### config.mk
export PLATFORM = sky130hd
export DESIGN_NAME = key_expansion_sched
export DESIGN_NICKNAME = d
export VERILOG_FILES = /design/src/rtl/key_expansion_sched.sv
export SDC_FILE = /design/constraint.sdc
export NUM_CORES = 1
export LEC_CHECK = 0
export ABC_AREA = 0
export ABC_CLOCK_PERIOD_IN_PS = 17100
export CAP_MARGIN = 20
export CORE_MARGIN = 2
export CORE_UTILIZATION = 45
export DETAILED_ROUTE_END_ITERATION = 8
export PLACE_DENSITY = 0.67
export REMOVE_ABC_BUFFERS = 1
export SYNTH_ARGS = -nofsm -noshare
export SYNTH_HDL_FRONTEND = slang
export SYNTH_HIERARCHICAL = 1
export SYNTH_SLANG_ARGS = --single-unit
### constraint.sdc
create_clock -name clk -period 17.1 [get_ports clk]
set_clock_uncertainty 0.05 [all_clocks]
set_input_delay 3.42 -clock clk [delete_from_list [all_inputs] [get_ports clk]]
set_output_delay 3.42 -clock clk [all_outputs]
set_load 0.01 [all_outputs]
### src/rtl/key_expansion_sched.sv
// AES-128 key expansion sequencer: emits round keys 0..NUM_ROUNDS over valid/ready,
// sharing one S-box across SubWord bytes (KEYEXP_PAR_SBOX_EN: four S-boxes, 1-cycle SUB).

module key_exp_sbox (
  input  logic [7:0] din,
  output logic [7:0] dout
);
  function automatic logic [7:0] gmul(input logic [7:0] a, input logic [7:0] b);
    logic [7:0] p;
    logic [7:0] x;
    p = 8'h00;
    x = a;
    for (int i = 0; i < 8; i++) begin
      if (b[i]) p = p ^ x;
      x = {x[6:0], 1'b0} ^ (x[7] ? 8'h1b : 8'h00);
    end
    return p;
  endfunction

  // Multiplicative inverse as din^254 via an addition chain; 0 maps to 0.
  logic [7:0] x2, x3, x6, x12, x15, x30, x60, x120, x240, x252, inv;
  assign x2   = gmul(din, din);
  assign x3   = gmul(x2, din);
  assign x6   = gmul(x3, x3);
  assign x12  = gmul(x6, x6);
  assign x15  = gmul(x12, x3);
  assign x30  = gmul(x15, x15);
  assign x60  = gmul(x30, x30);
  assign x120 = gmul(x60, x60);
  assign x240 = gmul(x120, x120);
  assign x252 = gmul(x240, x12);
  assign inv  = gmul(x252, x2);

  assign dout = inv ^ {inv[6:0], inv[7]} ^ {inv[5:0], inv[7:6]}
              ^ {inv[4:0], inv[7:5]} ^ {inv[3:0], inv[7:4]} ^ 8'h63;
endmodule

module key_expansion_sched #(
  parameter int NUM_ROUNDS = 10
) (
  input  logic         clk,
  input  logic         rst_n,
  input  logic         start,
  input  logic [127:0] key,
  input  logic         rk_ready,
  output logic         rk_valid,
  output logic [3:0]   rk_idx,
  output logic [127:0] round_key,
  output logic         busy,
  output logic         done
);
  typedef enum logic [1:0] {IDLE, EMIT, SUB, GEN} state_t;

  state_t      state, state_nxt;
  logic [7:0]  rcon;
  logic [31:0] temp;
  logic [31:0] rot;
  logic [31:0] t, w4, w5, w6, w7;
  logic        last;

  assign rot  = {round_key[23:0], round_key[31:24]};
  assign last = (rk_idx == 4'(NUM_ROUNDS));

`ifdef KEYEXP_PAR_SBOX_EN
  logic [3:0][7:0] sb_out;
  for (genvar i = 0; i < 4; i++) begin : g_sbox
    key_exp_sbox u_sbox (.din(rot[8*i +: 8]), .dout(sb_out[i]));
  end
`else
  logic [1:0]      cnt;
  logic [3:0][7:0] rot_b;
  logic [7:0]      sb_out;
  assign rot_b = rot;
  // ~cnt selects byte 3-cnt of the packed word, i.e. MSB-first order.
  key_exp_sbox u_sbox (.din(rot_b[~cnt]), .dout(sb_out));
`endif

  always_comb begin
    t  = temp ^ {rcon, 24'h0};
    w4 = round_key[127:96] ^ t;
    w5 = round_key[95:64]  ^ w4;
    w6 = round_key[63:32]  ^ w5;
    w7 = round_key[31:0]   ^ w6;
  end

  always_ff @(posedge clk or negedge rst_n) begin
    if (!rst_n) state <= IDLE;
    else        state <= state_nxt;
  end

  always_comb begin
    state_nxt = state;
    case (state)
      IDLE: if (start)    state_nxt = EMIT;
      EMIT: if (rk_ready) state_nxt = last ? IDLE : SUB;
`ifdef KEYEXP_PAR_SBOX_EN
      SUB:  state_nxt = GEN;
`else
      SUB:  if (cnt == 2'd3) state_nxt = GEN;
`endif
      GEN:  state_nxt = EMIT;
      default: state_nxt = IDLE;
    endcase
  end

  always_comb begin
    rk_valid = (state == EMIT);
    busy     = (state != IDLE);
  end

  always_ff @(posedge clk or negedge rst_n) begin
    if (!rst_n) begin
      round_key <= '0;
      rk_idx    <= '0;
      rcon      <= 8'h01;
      temp      <= '0;
      done      <= 1'b0;
`ifndef KEYEXP_PAR_SBOX_EN
      cnt       <= '0;
`endif
    end else begin
      done <= 1'b0;
      case (state)
        IDLE: if (start) begin
          round_key <= key;
          rk_idx    <= '0;
          rcon      <= 8'h01;
        end
        EMIT: if (rk_ready) begin
          if (last) done <= 1'b1;
`ifndef KEYEXP_PAR_SBOX_EN
          cnt <= '0;
`endif
        end
`ifdef KEYEXP_PAR_SBOX_EN
        SUB: temp <= sb_out;
`else
        SUB: begin
          temp <= {temp[23:0], sb_out};
          cnt  <= cnt + 2'd1;
        end
`endif
        GEN: begin
          round_key <= {w4, w5, w6, w7};
          rk_idx    <= rk_idx + 4'd1;
          rcon      <= {rcon[6:0], 1'b0} ^ (rcon[7] ? 8'h1b : 8'h00);
        end
        default: ;
      endcase
    end
  end
endmodule

==> results of run 1 <==
[path summary, 6_finish.rpt]
check / startpoint / endpoint / slack, ns / cells past startpoint
worst min-delay path: rcon[0]$_DFFE_PN1P_ / rcon[0]$_DFFE_PN1P_ / 0.47 / 2
min in group asynchronous: rst_n / round_key[73]$_DFFE_PN0P_ / 2.88 / 1
worst min register to register: rcon[0]$_DFFE_PN1P_ / rcon[0]$_DFFE_PN1P_ / 0.47 / 2
max in group asynchronous: rst_n / cnt[1]$_DFFE_PN0P_ / 12.48 / 3
worst max register to register: cnt[0]$_DFFE_PN0P_ / temp[7]$_DFFE_PN0P_ / 0.62 / 67
worst max-delay path: cnt[0]$_DFFE_PN0P_ / temp[7]$_DFFE_PN0P_ / 0.62 / 67
[cell usage after synthesis, types with 71 or more instances]
library cell and count:
a21oi_1 134, o21ai_0 83, nor2_1 195, nand2_1 178, o22a_1 71, clkbuf_1 80, xnor3_1 78, dfrtp_1 176
xor2_1 103, nand3_1 89, mux2i_1 73, o22ai_1 139, xnor2_1 304
[placed cells by master (no fill, tap or decap), types with 20 or more instances in the layout]
cell,n
clkdlybuf4s50_1,265
xor3_1,25
xnor2_1,256
a21oi_1,127
mux2i_1,70
nor3_1,41
xor2_1,84
dfrtp_1,174
buf_4,241
xor2_2,27
a311oi_1,35
nor2_1,190
xnor3_1,67
a2bb2oi_1,28
nand3_1,88
a221oi_1,22
o22ai_1,138
o22a_1,71
inv_1,46
xnor2_4,26
nand2_1,172
and3_1,20
o21ai_0,79
xnor2_2,55
mux2_2,39
[logic make-up after synthesis]
family | Yosys count | synth area share
AO/OA/AOI/OAI | 658 | 0.2133
AND/OR/NAND/NOR | 635 | 0.1360
XOR/XNOR | 567 | 0.3269
buffers and inverters | 221 | 0.04491
flip-flops | 177 | 0.2057
multiplexers | 123 | 0.06443
adder cells (fa/ha/maj) | 15 | 0.008715
[layer usage]
metal | track usage | part of all wire | vias to the layer above
li1 | - | - | 9449
met1 | 0.3597 | 0.42 | 9974
met2 | 0.4851 | 0.50 | 716
met3 | 0.03663 | 0.055 | 121
met4 | 0.07794 | 0.023 | 6
met5 | 0 | 0.00054 | -
[sequential cells by signal (all words and copies together), names as in the netlist]
name / cells
round_key: 128
temp: 32
rcon: 8
rk_idx: 4
cnt: 2
state: 2
done: 1
[stage by stage]
step / instances / setup TNS [ns] / util / hold WS (ns)
5_1_grt: 3393 / -0.6285 / 0.5892 / 0.4943
4_1_cts: 3335 / 0 / 0.5599 / 0.4619
3_5_place_dp: 3284 / -6.728 / 0.5392 / 0.4458
3_3_place_gp: 3284 / -2.814 / 0.5392 / 0.4360
6_report: 3393 / 0 / 0.5892 / 0.4698
2_1_floorplan: 2227 / -30.92 / - / 0.4254
[worst max-delay path, delay by kind of cell (launching register included)]
kind / cells / cell delay (ns)
xor+xnor: 28 / 7.95
compound gates: 11 / 2.39
simple gates: 11 / 2.00
buf+inv: 11 / 1.74
mux: 4 / 1.29
fa+ha+maj: 2 / 0.50
flops: 1 / 0.42
[layout make-up]
type	instances	area share
clock buffer	17	0.01522
multi-input combinational	1999	0.6189
antenna	1	0.00008951
sequential	177	0.1586
inverter	52	0.007071
timing repair buffer	517	0.1662
tap	615	0.02752
clock inverter	15	0.006400
[what timing repair did]
action                     4_1_cts  5_1_grt
pin swaps                       18       57
gates resized for setup         38      142
buffers inserted                19       54
setup endpoints to repair        8        8
hold endpoints to repair         0        0
gates cloned                     0        1
==> results.ini, run 1 <==
[yosys]
async_reset_ff_frac = 1.000
synth_ff_type = dfrtp_1
syn-cell-area_um2 = 21540
ys_types = 100
synth_top_area_frac = 0.2045
yosysTopAreaCell = dfrtp_1
yosysSeqAreaShare = 0.2057
synth_edf_count = 0
avgSynthCellArea_um2 = 8.988
syn_inst = 2396
synthTopCellsByArea = dfrtp_1 (20%), xnor2_1 (12%), xnor3_1 (8.2%)
synth_seq_cells = 177
yosys_warnings = 6

[clock_tree]
cts.reportedPaths.clkPinSlew_ns = 0.07
cts_buffers = 17
cts_sinks = 177
clk_path_buf_depth = 2
cts_hold_buf = 0
insertion_delay_ns = 0.45
htree_levels = 4
cts_tree = yes
cts_root_buf = clkbuf_16

[final_layout]
area_delta_synth_final_pct = 29.82
n_fill_cell = 4089
seqCellArea_um2 = 4433
multi_input_area_um2 = 17300
drive_above_1_share = 0.2024
finish.net_count = 2911
final_design_area_no_fill_um2 = 27960

[detailed_routing]
final_antenna_net_count = 0
dr.pass1.iters = 7
viasPerCell = 5.973
num_vias = 20270
drc = 0
drt_iter0_drc = 1525
routed_wl_mm = 71.97
drt-wirelength-per-cell_um = 21.21

[grt]
grt_usage = 0.2777
grt_first_pass_wirelength_mm = 110.4
grt_pass1_vias = 19630
grt_max_degree = 119
grt.overflow.total = 0
antenna_found_initial = 4

[place]
dp_worst_setup_slack_ns = -0.9588
placed_cell_area_um2 = 25580
io_buffers = 266
dp_hpwl_mm = 51.45
gp_congestion = 0.8783

[die]
start_util = 0.4539
num_rows = 80
dieHeight_um = 222.8
io_pins = 267
die_area_um2 = 49620
coreArea_um2 = 47450
die_x_um = 222.8

[setup_path]
cp.required_ns = 17.39
crit_slowest_cell = mux4_2
slowest_delay_ns = 0.63
criticalPathCategory = reg2reg
path_common_cell = buf_4
startpoint_type = register
arrival_ns = 16.77
critPathMaxFanout = 12
crit_path_end_kind = register

[timing]
setup_ws_ns = 0.6181
drv_slew = 0
max_freq_mhz = 60.67
finalCritPeriodShare = 0.9639
finalHoldViolCount = 0
setup_viol = 0
fin_crit_ns = 16.48
max_slew_margin = 0.2005
rsz0062_at_grt = true
worst_slew_pin_slew_ns = 1.199

[hold_path]
min_path_type = reg2reg

[outcome]
status = finished, final reports clean

[run]
max_cap_violations = 0

Power of run 1 is not shown: default switching activity piles up to over one toggle a cycle in this logic, so the estimate is an artifact.
==> run 2, diff against run 1 <==
--- a/config.mk
+++ b/config.mk
@@ -8,7 +8,6 @@
 export ABC_AREA = 0
 export ABC_CLOCK_PERIOD_IN_PS = 17100
 export CAP_MARGIN = 20
-export CORE_MARGIN = 2
 export CORE_UTILIZATION = 45
 export DETAILED_ROUTE_END_ITERATION = 8
 export PLACE_DENSITY = 0.67
==> run 2 against run 1 <==
Net effect: die area down 1.8%; first-iteration DRC count down 16%; fmax down 0.46%; non-clock buffer count down 14; critical path type unchanged.
==> results.ini, run 2 (same netlist as run 1, synthesis figures left out) <==
[timing]
finalCritPeriodShare = 0.9684  ; was 0.9639
whs_ns = 0.4511  ; was 0.4698 ns
drv_slew = 0  ; unchanged
worst_slew_pin_slew_ns = 1.158  ; was 1.199 ns
finalSetupTns_ns = 0  ; unchanged
setup_viol = 0  ; unchanged
rsz0062_at_grt = true  ; unchanged
finalHoldViolCount = 0  ; unchanged
max_freq_mhz = 60.39  ; was 60.67 MHz
fin_crit_ns = 16.56  ; was 16.48 ns
max_slew_margin = 0.2277  ; was 0.2005

[clock_tree]
cts_tree = yes  ; unchanged
htree_levels = 4  ; unchanged
cts_sinks = 177  ; unchanged
cts.reportedPaths.clkPinSlew_ns = 0.07  ; about the same
cts_hold_buf = 0  ; unchanged
cts_root_buf = clkbuf_16  ; unchanged
clk_path_buf_depth = 2  ; unchanged
cts_buffers = 17  ; unchanged
insertion_delay_ns = 0.45  ; about the same

[final_layout]
final_cell_mix = xnor2_1 (265), clkdlybuf4s50_1 (265), buf_4 (225), nor2_1 (193), dfrtp_1 (175)  ; was clkdlybuf4s50_1 (265), xnor2_1 (256), buf_4 (241), nor2_1 (190), dfrtp_1 (174)
n_fill_cell = 4061  ; was 4089
reg_top3 = round_key x128, temp x32, rcon x8  ; unchanged
finish.net_count = 2896  ; was 2911
seqCellArea_um2 = 4432  ; was 4433 µm²
top_register = round_key  ; unchanged
utilization = 0.5880  ; was 0.5892
largest_reg_flops = 128  ; unchanged
area_delta_synth_final_pct = 27.92  ; was 29.82%
multi_input_area_um2 = 17030  ; was 17300 µm²
final_design_area_no_fill_um2 = 27550  ; was 27960 µm²
drive_above_1_share = 0.1886  ; was 0.2024

[grt]
grt_max_degree = 105  ; was 119
grt_use_met3 = 0.04151  ; was 0.03663
gr-usage-met2 = 0.4805  ; was 0.4851
grt_first_pass_wirelength_mm = 106.3  ; was 110.4 mm
grt.overflow.total = 0  ; unchanged
grt_pass1_vias = 19320  ; was 19630
antenna_found_initial = 2  ; was 4
grt_busiest_layer = met2  ; unchanged
grtUsageMet1 = 0.3542  ; was 0.3597
grt_usage = 0.2772  ; was 0.2777

[die]
die_area_um2 = 48740  ; was 49620 µm²
dieHeight_um = 220.8  ; was 222.8 µm
die_x_um = 220.8  ; was 222.8 µm
num_rows = 79  ; was 80
io_pins = 267  ; unchanged
start_util = 0.4596  ; was 0.4539
coreArea_um2 = 46850  ; was 47450 µm²

[setup_path]
startpoint_type = register  ; unchanged
criticalPathCategory = reg2reg  ; unchanged
crit_path_end_kind = register  ; unchanged
r2r_end = temp[7]$_DFFE_PN0P_  ; unchanged
rr_startpoint = cnt[0]$_DFFE_PN0P_  ; unchanged
crit_slowest_cell = mux4_2  ; unchanged
ff2ff_path_depth = 62  ; was 67
slowest_delay_ns = 0.58  ; was 0.63 ns
cp.required_ns = 17.38  ; was 17.39 ns
critPathMaxFanout = 11  ; was 12
arrival_ns = 16.84  ; was 16.77 ns
crit_start = cnt[0]$_DFFE_PN0P_  ; unchanged
path_common_cell = buf_4  ; unchanged
reg2reg_slack_ns = 0.54  ; was 0.62 ns
cp-endpoint = temp[7]$_DFFE_PN0P_  ; unchanged

[hold_path]
min_path_type = reg2reg  ; unchanged
hold_path_depth = 2  ; unchanged

[detailed_routing]
dr.pass1.iters = 7  ; unchanged
drt-wirelength-per-cell_um = 20.68  ; was 21.21 µm
routed_wl_mm = 69.68  ; was 71.97 mm
final_antenna_net_count = 0  ; unchanged
num_vias = 20000  ; was 20270
drc = 0  ; unchanged
drt_iter0_drc = 1285  ; was 1525
viasPerCell = 5.936  ; was 5.973

[run]
max_cap_violations = 0  ; unchanged

[place]
io_buffers = 266  ; unchanged
placed_cell_area_um2 = 25440  ; was 25580 µm²
gp_congestion = 0.9303  ; was 0.8783
dp_hpwl_mm = 49.79  ; was 51.45 mm

[outcome]
status = finished, final reports clean  ; unchanged

run 2: changes by cell type in the layout (fill, tap and decap cells not counted), moves of 3 or more:
cell / change
xnor2_1: +9
buf_4: -16
nor2_1: +3
xnor2_4: -5
a21oi_2: -3
a21oi_1: +3
xor2_1: +9
buf_12: +3
xor2_2: -9
xnor2_2: -4
run 2: metal layers:
metal	wire, µm	share of wire
met5	9	0.00013
met4	1375	0.020
met3	3807	0.055
met2	35040	0.50
met1	29450	0.42
run 2: worst min path at each step:
stage	start	to	slack, ns
after floorplan	rcon[0]$_DFFE_PN1P_	rcon[0]$_DFFE_PN1P_	0.43
after global placement	rcon[0]$_DFFE_PN1P_	rcon[0]$_DFFE_PN1P_	0.44
after detailed placement	rcon[0]$_DFFE_PN1P_	rcon[0]$_DFFE_PN1P_	0.44
after CTS	rcon[0]$_DFFE_PN1P_	rcon[0]$_DFFE_PN1P_	0.45
after global routing	rcon[0]$_DFFE_PN1P_	rcon[0]$_DFFE_PN1P_	0.48
final	rcon[0]$_DFFE_PN1P_	rcon[0]$_DFFE_PN1P_	0.45
run 2: timing repair:
item / in CTS / in global routing
pin swaps: 11 / 51
hold endpoints to repair: 0 / 0
buffers inserted: 13 / 67
gates resized for setup: 27 / 117
endpoints found under the setup margin: 8 / 8
run 2: stage by stage:
stage / worst slack (ns) / std cells
CTS: 0.01195 / 3302
global route: -0.1347 / 3370
global placement: -0.3168 / 3257
floorplan: -4.043 / 2227
finish: 0.5412 / 3370
detailed placement: -0.6896 / 3257
run 2: layout make-up:
type                            count  area share
Antenna cell                        1  0.00009084
Multi-Input combinational cell   1998      0.6182
Inverter                           52    0.007085
Timing Repair Buffer              503      0.1651
Tap cell                          607     0.02757
Clock buffer                       19     0.01644
Sequential cell                   177      0.1609
Clock inverter                     13    0.004633
run 2: critical path: cells and delay by family (launching register included):
kind	cells	cell delay [ns]
AOI/OAI and AO/OA	7	1.39
buffers and inverters	10	1.81
and+or+nand+nor	8	1.48
DFF	1	0.42
xor gates and xnor gates	33	9.94
muxes	4	1.32
Power of run 2 is left out for the same reason.
==> run 3, diff against run 2 <==
--- a/config.mk
+++ b/config.mk
@@ -5,12 +5,12 @@
 export SDC_FILE = /design/constraint.sdc
 export NUM_CORES = 1
 export LEC_CHECK = 0
-export ABC_AREA = 0
+export ABC_AREA = 1
 export ABC_CLOCK_PERIOD_IN_PS = 17100
 export CAP_MARGIN = 20
 export CORE_UTILIZATION = 45
 export DETAILED_ROUTE_END_ITERATION = 8
-export PLACE_DENSITY = 0.67
+export PLACE_DENSITY = 0.65
 export REMOVE_ABC_BUFFERS = 1
 export SYNTH_ARGS = -nofsm -noshare
 export SYNTH_HDL_FRONTEND = slang
==> run 3 against run 2 <==
Net effect: routed wire length is 49% higher; register-to-register slack improved by 0.94 ns; non-clock buffer count fell by 144; final cell count up 97%; critical path depth up 85; sequential share of layout area decreased by 3.9 points; synthesized cell count increased by 130%; clock-buffer cell count decreased by 2; final area rose by 32%; first-iteration DRC count grew 94%; setup slack better by 0.94 ns; core utilization is 6.9 points lower.
==> results.ini, run 3 <==
[outcome]
status = finished, final reports clean  ; unchanged

[die]
die_area_um2 = 72110  ; was 48740 µm²
coreArea_um2 = 70150  ; was 46850 µm²
num_rows = 97  ; was 79
start_util = 0.4557  ; was 0.4596
die_x_um = 268.5  ; was 220.8 µm
dieHeight_um = 268.5  ; was 220.8 µm
io_pins = 267  ; unchanged

[detailed_routing]
drc = 0  ; unchanged
drt_iter0_drc = 2494  ; was 1285
final_antenna_net_count = 0  ; unchanged
dr.pass1.iters = 6  ; was 7
routed_wl_mm = 104.1  ; was 69.68 mm
drt-wirelength-per-cell_um = 15.70  ; was 20.68 µm
viasPerCell = 5.211  ; was 5.936
num_vias = 34580  ; was 20000

[setup_path]
reg2reg_slack_ns = 1.48  ; was 0.54 ns
cp.required_ns = 17.37  ; was 17.38 ns
critPathMaxFanout = 25  ; was 11
arrival_ns = 15.90  ; was 16.84 ns
crit_path_end_kind = register  ; unchanged
path_common_cell = nand2_1  ; was buf_4
rr_startpoint = cnt[0]$_DFFE_PN0P_  ; unchanged
crit_slowest_cell = dfrtp_1  ; was mux4_2
startpoint_type = register  ; unchanged
r2r_end = temp[6]$_DFFE_PN0P_  ; was temp[7]$_DFFE_PN0P_
ff2ff_path_depth = 147  ; was 62
slowest_delay_ns = 0.44  ; was 0.58 ns
criticalPathCategory = reg2reg  ; unchanged

[timing]
max_slew_margin = 0.2266  ; was 0.2277
worst_slew_pin_slew_ns = 1.160  ; was 1.158 ns
finalHoldViolCount = 0  ; unchanged
setup_viol = 0  ; unchanged
fin_crit_ns = 15.62  ; was 16.56 ns
drv_slew = 0  ; unchanged
finalCritPeriodShare = 0.9136  ; was 0.9684
max_freq_mhz = 64.01  ; was 60.39 MHz

[place]
dp_hpwl_mm = 81.54  ; was 49.79 mm
placed_cell_area_um2 = 34910  ; was 25440 µm²
io_buffers = 266  ; unchanged
gp_congestion = 0.9346  ; was 0.9303

[yosys]
avgSynthCellArea_um2 = 5.874  ; was 8.988 µm²
ys_types = 57  ; was 100
syn-cell-area_um2 = 31970  ; was 21540 µm²
synthTopCellsByArea = nand2_1 (22%), nand3_1 (14%), dfrtp_1 (14%)  ; was dfrtp_1 (20%), xnor2_1 (12%), xnor3_1 (8.2%)
synth_edf_count = 0  ; unchanged
async_reset_ff_frac = 1.000  ; unchanged
syn_inst = 5442  ; was 2396
synth_ff_type = dfrtp_1  ; unchanged
yosysTopAreaCell = nand2_1  ; was dfrtp_1
yosysMostFrequentCell = nand2_1  ; was xnor2_1
yosys_warnings = 6  ; unchanged
synth_top_area_frac = 0.2230  ; was 0.2045
synth_commonest_cells = nand2_1 (1899), nand3_1 (910), inv_1 (595)  ; was xnor2_1 (304), nor2_1 (195), nand2_1 (178)
synth_seq_cells = 177  ; unchanged
yosysSeqAreaShare = 0.1386  ; was 0.2057

[run]
max_cap_violations = 0  ; unchanged

[grt]
grt_pass1_vias = 30970  ; was 19320
grt_usage = 0.2785  ; was 0.2772
grt_first_pass_wirelength_mm = 162.6  ; was 106.3 mm
grt_max_degree = 109  ; was 105
grt.overflow.total = 0  ; unchanged
antenna_found_initial = 10  ; was 2

[clock_tree]
htree_levels = 4  ; unchanged
insertion_delay_ns = 0.47  ; was 0.45 ns
cts_sinks = 177  ; unchanged
cts.reportedPaths.clkPinSlew_ns = 0.07  ; about the same
cts_root_buf = clkbuf_16  ; unchanged
cts_buffers = 17  ; unchanged
cts_tree = yes  ; unchanged
clk_path_buf_depth = 2  ; unchanged

[final_layout]
seqCellArea_um2 = 4432  ; unchanged
top_register = round_key  ; unchanged
multi_input_area_um2 = 23740  ; was 17030 µm²
finish.net_count = 5821  ; was 2896
reg_top3 = round_key x128, temp x32, rcon x8  ; unchanged
n_fill_cell = 7347  ; was 4061
final_cell_mix = nand2_1 (1891), nand3_1 (898), inv_1 (591), nand2_2 (416), clkdlybuf4s50_1 (265)  ; was xnor2_1 (265), clkdlybuf4s50_1 (265), buf_4 (225), nor2_1 (193), dfrtp_1 (175)
drive_above_1_share = 0.2122  ; was 0.1886
final_design_area_no_fill_um2 = 36380  ; was 27550 µm²
layout_commonest_cell = nand2_1
largest_reg_flops = 128  ; unchanged
area_delta_synth_final_pct = 13.81  ; was 27.92%

[hold_path]
holdPathEnd = temp[19]$_DFFE_PN0P_  ; was rcon[0]$_DFFE_PN1P_
min_from = temp[11]$_DFFE_PN0P_  ; was rcon[0]$_DFFE_PN1P_
hold_path_depth = 2  ; unchanged
min_path_type = reg2reg  ; unchanged

==> run 3: changes by cell type in the layout (fill, tap and decap cells not counted), moves of 85 or more <==
cell	before	now
nand2_1	174	1891
nand3_1	88	898
inv_1	46	591
nand2_2	4	416
xnor2_1	265	28
nand2_4	2	169
nand3_2	1	158
buf_4	225	84
o22ai_1	137	14
inv_2	5	90
==> run 3: area by class of cell <==
| type | instances | share of cell area |
|---|---|---|
| multi-input cells | 4376 | 0.6526 |
| flip-flops and latches | 177 | 0.1218 |
| repair buffers | 359 | 0.09434 |
| inverters | 741 | 0.08144 |
| well taps | 940 | 0.03233 |
| clock buffers | 17 | 0.01169 |
| clock inverters | 15 | 0.004953 |
| diodes | 8 | 0.0005503 |
| repair inverters | 2 | 0.0002751 |
==> run 3: metal layers <==
| layer | track usage | routed length, µm |
|---|---|---|
| met1 | 0.3476 | 44450 |
| met2 | 0.4917 | 51050 |
| met3 | 0.02895 | 5081 |
| met4 | 0.1032 | 3509 |
| met5 | 0 | 46 |
==> run 3: worst max-delay path by stage <==
stage	cells after the start	start	endpoint	slack, ns
CTS	134	cnt[0]$_DFFE_PN0P_	temp[6]$_DFFE_PN0P_	0.29
global placement	135	cnt[0]$_DFFE_PN0P_	temp[6]$_DFFE_PN0P_	0.43
detailed placement	135	cnt[0]$_DFFE_PN0P_	temp[6]$_DFFE_PN0P_	0.33
global route	144	cnt[0]$_DFFE_PN0P_	temp[5]$_DFFE_PN0P_	-0.11
floorplan	130	cnt[0]$_DFFE_PN0P_	temp[6]$_DFFE_PN0P_	0.50
finish	147	cnt[0]$_DFFE_PN0P_	temp[6]$_DFFE_PN0P_	1.48
==> run 3: repair_timing <==
item,in CTS,in global routing
hold buffers,0,0
hold endpoints to repair,0,0
endpoints found under the setup margin,0,8
gates resized for setup,0,96
setup buffers,0,43
==> run 3: critical path: cells and delay by family (launching register included) <==
family / cells / cell delay, ns
AND/OR/NAND/NOR: 108 / 10.27
buffers and inverters: 30 / 2.84
adder cells (fa/ha/maj): 3 / 0.99
AO/OA/AOI/OAI: 4 / 0.50
flip-flops: 1 / 0.44
XOR/XNOR: 2 / 0.33
==> run 3: stage by stage <==
| step | setup TNS, ns | setup slack, ns | instances | util | hold WS [ns] |
|---|---|---|---|---|---|
| 2_1_floorplan | 0 | 0.4994 | 5292 | - | 0.4217 |
| 3_3_place_gp | 0 | 0.4271 | 6548 | 0.4977 | 0.4488 |
| 3_5_place_dp | 0 | 0.3257 | 6548 | 0.4977 | 0.4610 |
| 4_1_cts | 0 | 0.2874 | 6580 | 0.5064 | 0.4847 |
| 5_1_grt | -0.4729 | -0.1064 | 6633 | 0.5185 | 0.5101 |
| 6_report | 0 | 1.477 | 6635 | 0.5186 | 0.4772 |
==> run 3: cells by family after synthesis <==
logic type	Yosys count	share of synthesized area
XOR/XNOR	101	0.02979
flip-flops	177	0.1386
adder cells (fa/ha/maj)	15	0.005871
buffers and inverters	891	0.1340
AO/OA/AOI/OAI	316	0.06247
multiplexers	1	0.0003131
AND/OR/NAND/NOR	3941	0.6289
Power of run 3 is left out for the same reason.
==> patch (flow settings as in run 2) <==
Encoding of `state_t`: now one-hot (4 bits for 4 states).
--- a/src/rtl/key_expansion_sched.sv
+++ b/src/rtl/key_expansion_sched.sv
@@ -49,7 +49,7 @@
   output logic         busy,
   output logic         done
 );
-  typedef enum logic [1:0] {IDLE, EMIT, SUB, GEN} state_t;
+  typedef enum logic [3:0] {IDLE = 4'b0001, EMIT = 4'b0010, SUB = 4'b0100, GEN = 4'b1000} state_t;
 
   state_t      state, state_nxt;
   logic [7:0]  rcon;
Check against the original RTL: no difference found for any inputs over 4 cycles, from zero or initial values and one cycle with rst_n low; so few cycles prove little.
==> patch against run 2 <==
Wire length down 0.81%. Setup slack better by 0.064 ns. Critical path depth up 3. Count of clock-buffer cells in the layout up 1. Synthesized area down 2.2%. Final cell count about the same. Sequential cell count up 2. Cell area down 2.5%. Critical endpoint is now temp[7]. Largest cell class unchanged.
Power is left out: the tool's default activity adds up to more than one toggle a clock period on the data nets, which glitch-free logic cannot reach.
==> patch: results (changes against run 2) <==
metric,value,unit,change
layout.nets,2900,,was 2896
place_congestion,0.9255,,was 0.9303
netlist_top_cells_count,"nand2_1, xnor2_1, nor2_1, dfrtp_1, a21oi_1",,"was xnor2_1, nor2_1, nand2_1, dfrtp_1, o22ai_1"
grt_start_max_net_pins,213,,was 105
critPathMaxFanout,10,,was 11
pre_cts_ws,-0.5975,ns,was -0.6896 ns
regArea,0.004483,mm^2,was 0.004432 mm^2
wirelength,69120,um,was 69680 um
cts_resized,28,,was 27
reg_top3,"round_key (128), temp (32), rcon (8)",,unchanged
grt_use_met3,5.943,%,was 4.151%
m1WireLength,28070,um,was 29450 um
slew_headroom,29.95,%,was 22.77%
diodes,0,,was 1
status,completed,,unchanged
hpwl,49780,um,was 49790 um
synth_area_leaders,"dfrtp_1, xnor2_1, xnor3_1, nand2_1, xor2_1",,"was dfrtp_1, xnor2_1, xnor3_1, xor2_1, o22ai_1"
crit_slowest_cell,mux4_2,,unchanged
place.detailed.instances,3282,,was 3257
post_drt_via_cell_ratio,5.834,,was 5.936
slowest_delay,0.56,ns,was 0.58 ns
synth.yosys.seq_area_share,21.28,%,was 20.57%
place_area,0.02488,mm^2,was 0.02544 mm^2
grt_pass1_vias,19230,,was 19320
grt_antenna_before_repair,1,,was 2
clock_latency,0.46,ns,
drt_iter0_drc,1763,,was 1285
grt.met2_usage,49.64,%,was 48.05%
met3WireLength,4628,um,was 3807 um
clkTransAtPathRegs,0.07,ns,about the same
synth_area_per_cell,8.688,um^2,was 8.988 um^2
grtUsageTotal,28.06,%,was 27.72%
final_cells,3371,,was 3370
yosys_warnings,6,,unchanged
synthDistinctLibCells,102,,was 100
met1_usage,34.67,%,was 35.42%
wl_met2,35150,um,was 35040 um
grt_pass1_wl,106400,um,was 106300 um
nFillCells,3955,,was 4061
drive_gt1_share,16.56,%,was 18.86%
==> patch: area by class of cell <==
class,instances,area share [%]
clock inverter,12,0.4891
multi-input combinational,2066,62.11
sequential,179,16.69
clock buffer,20,1.663
tap,600,2.795
timing repair buffer,469,15.90
inverter,25,0.3493
==> patch: cells by family after synthesis <==
kind of cell,count (synthesis),share of synthesized area [%]
and+or+nand+nor,853,17.91
xor gates and xnor gates,591,34.35
AOI/OAI and AO/OA,555,18.57
buffers and inverters,180,4.111
DFF,179,21.28
muxes,56,3.191
adders and majority gates,10,0.5941
==> patch: path summary, 6_finish.rpt <==
check,start,endpoint,slack (ns),cells after the start
worst max-delay path,cnt[0],temp[7],0.61,65
worst min-delay path,temp[28],temp[28],0.46,2
worst max register to register,cnt[0],temp[7],0.61,65
worst min register to register,temp[28],temp[28],0.46,2
max in group asynchronous,rst_n,round_key[99],12.40,2
min in group asynchronous,rst_n,round_key[92],3.02,1
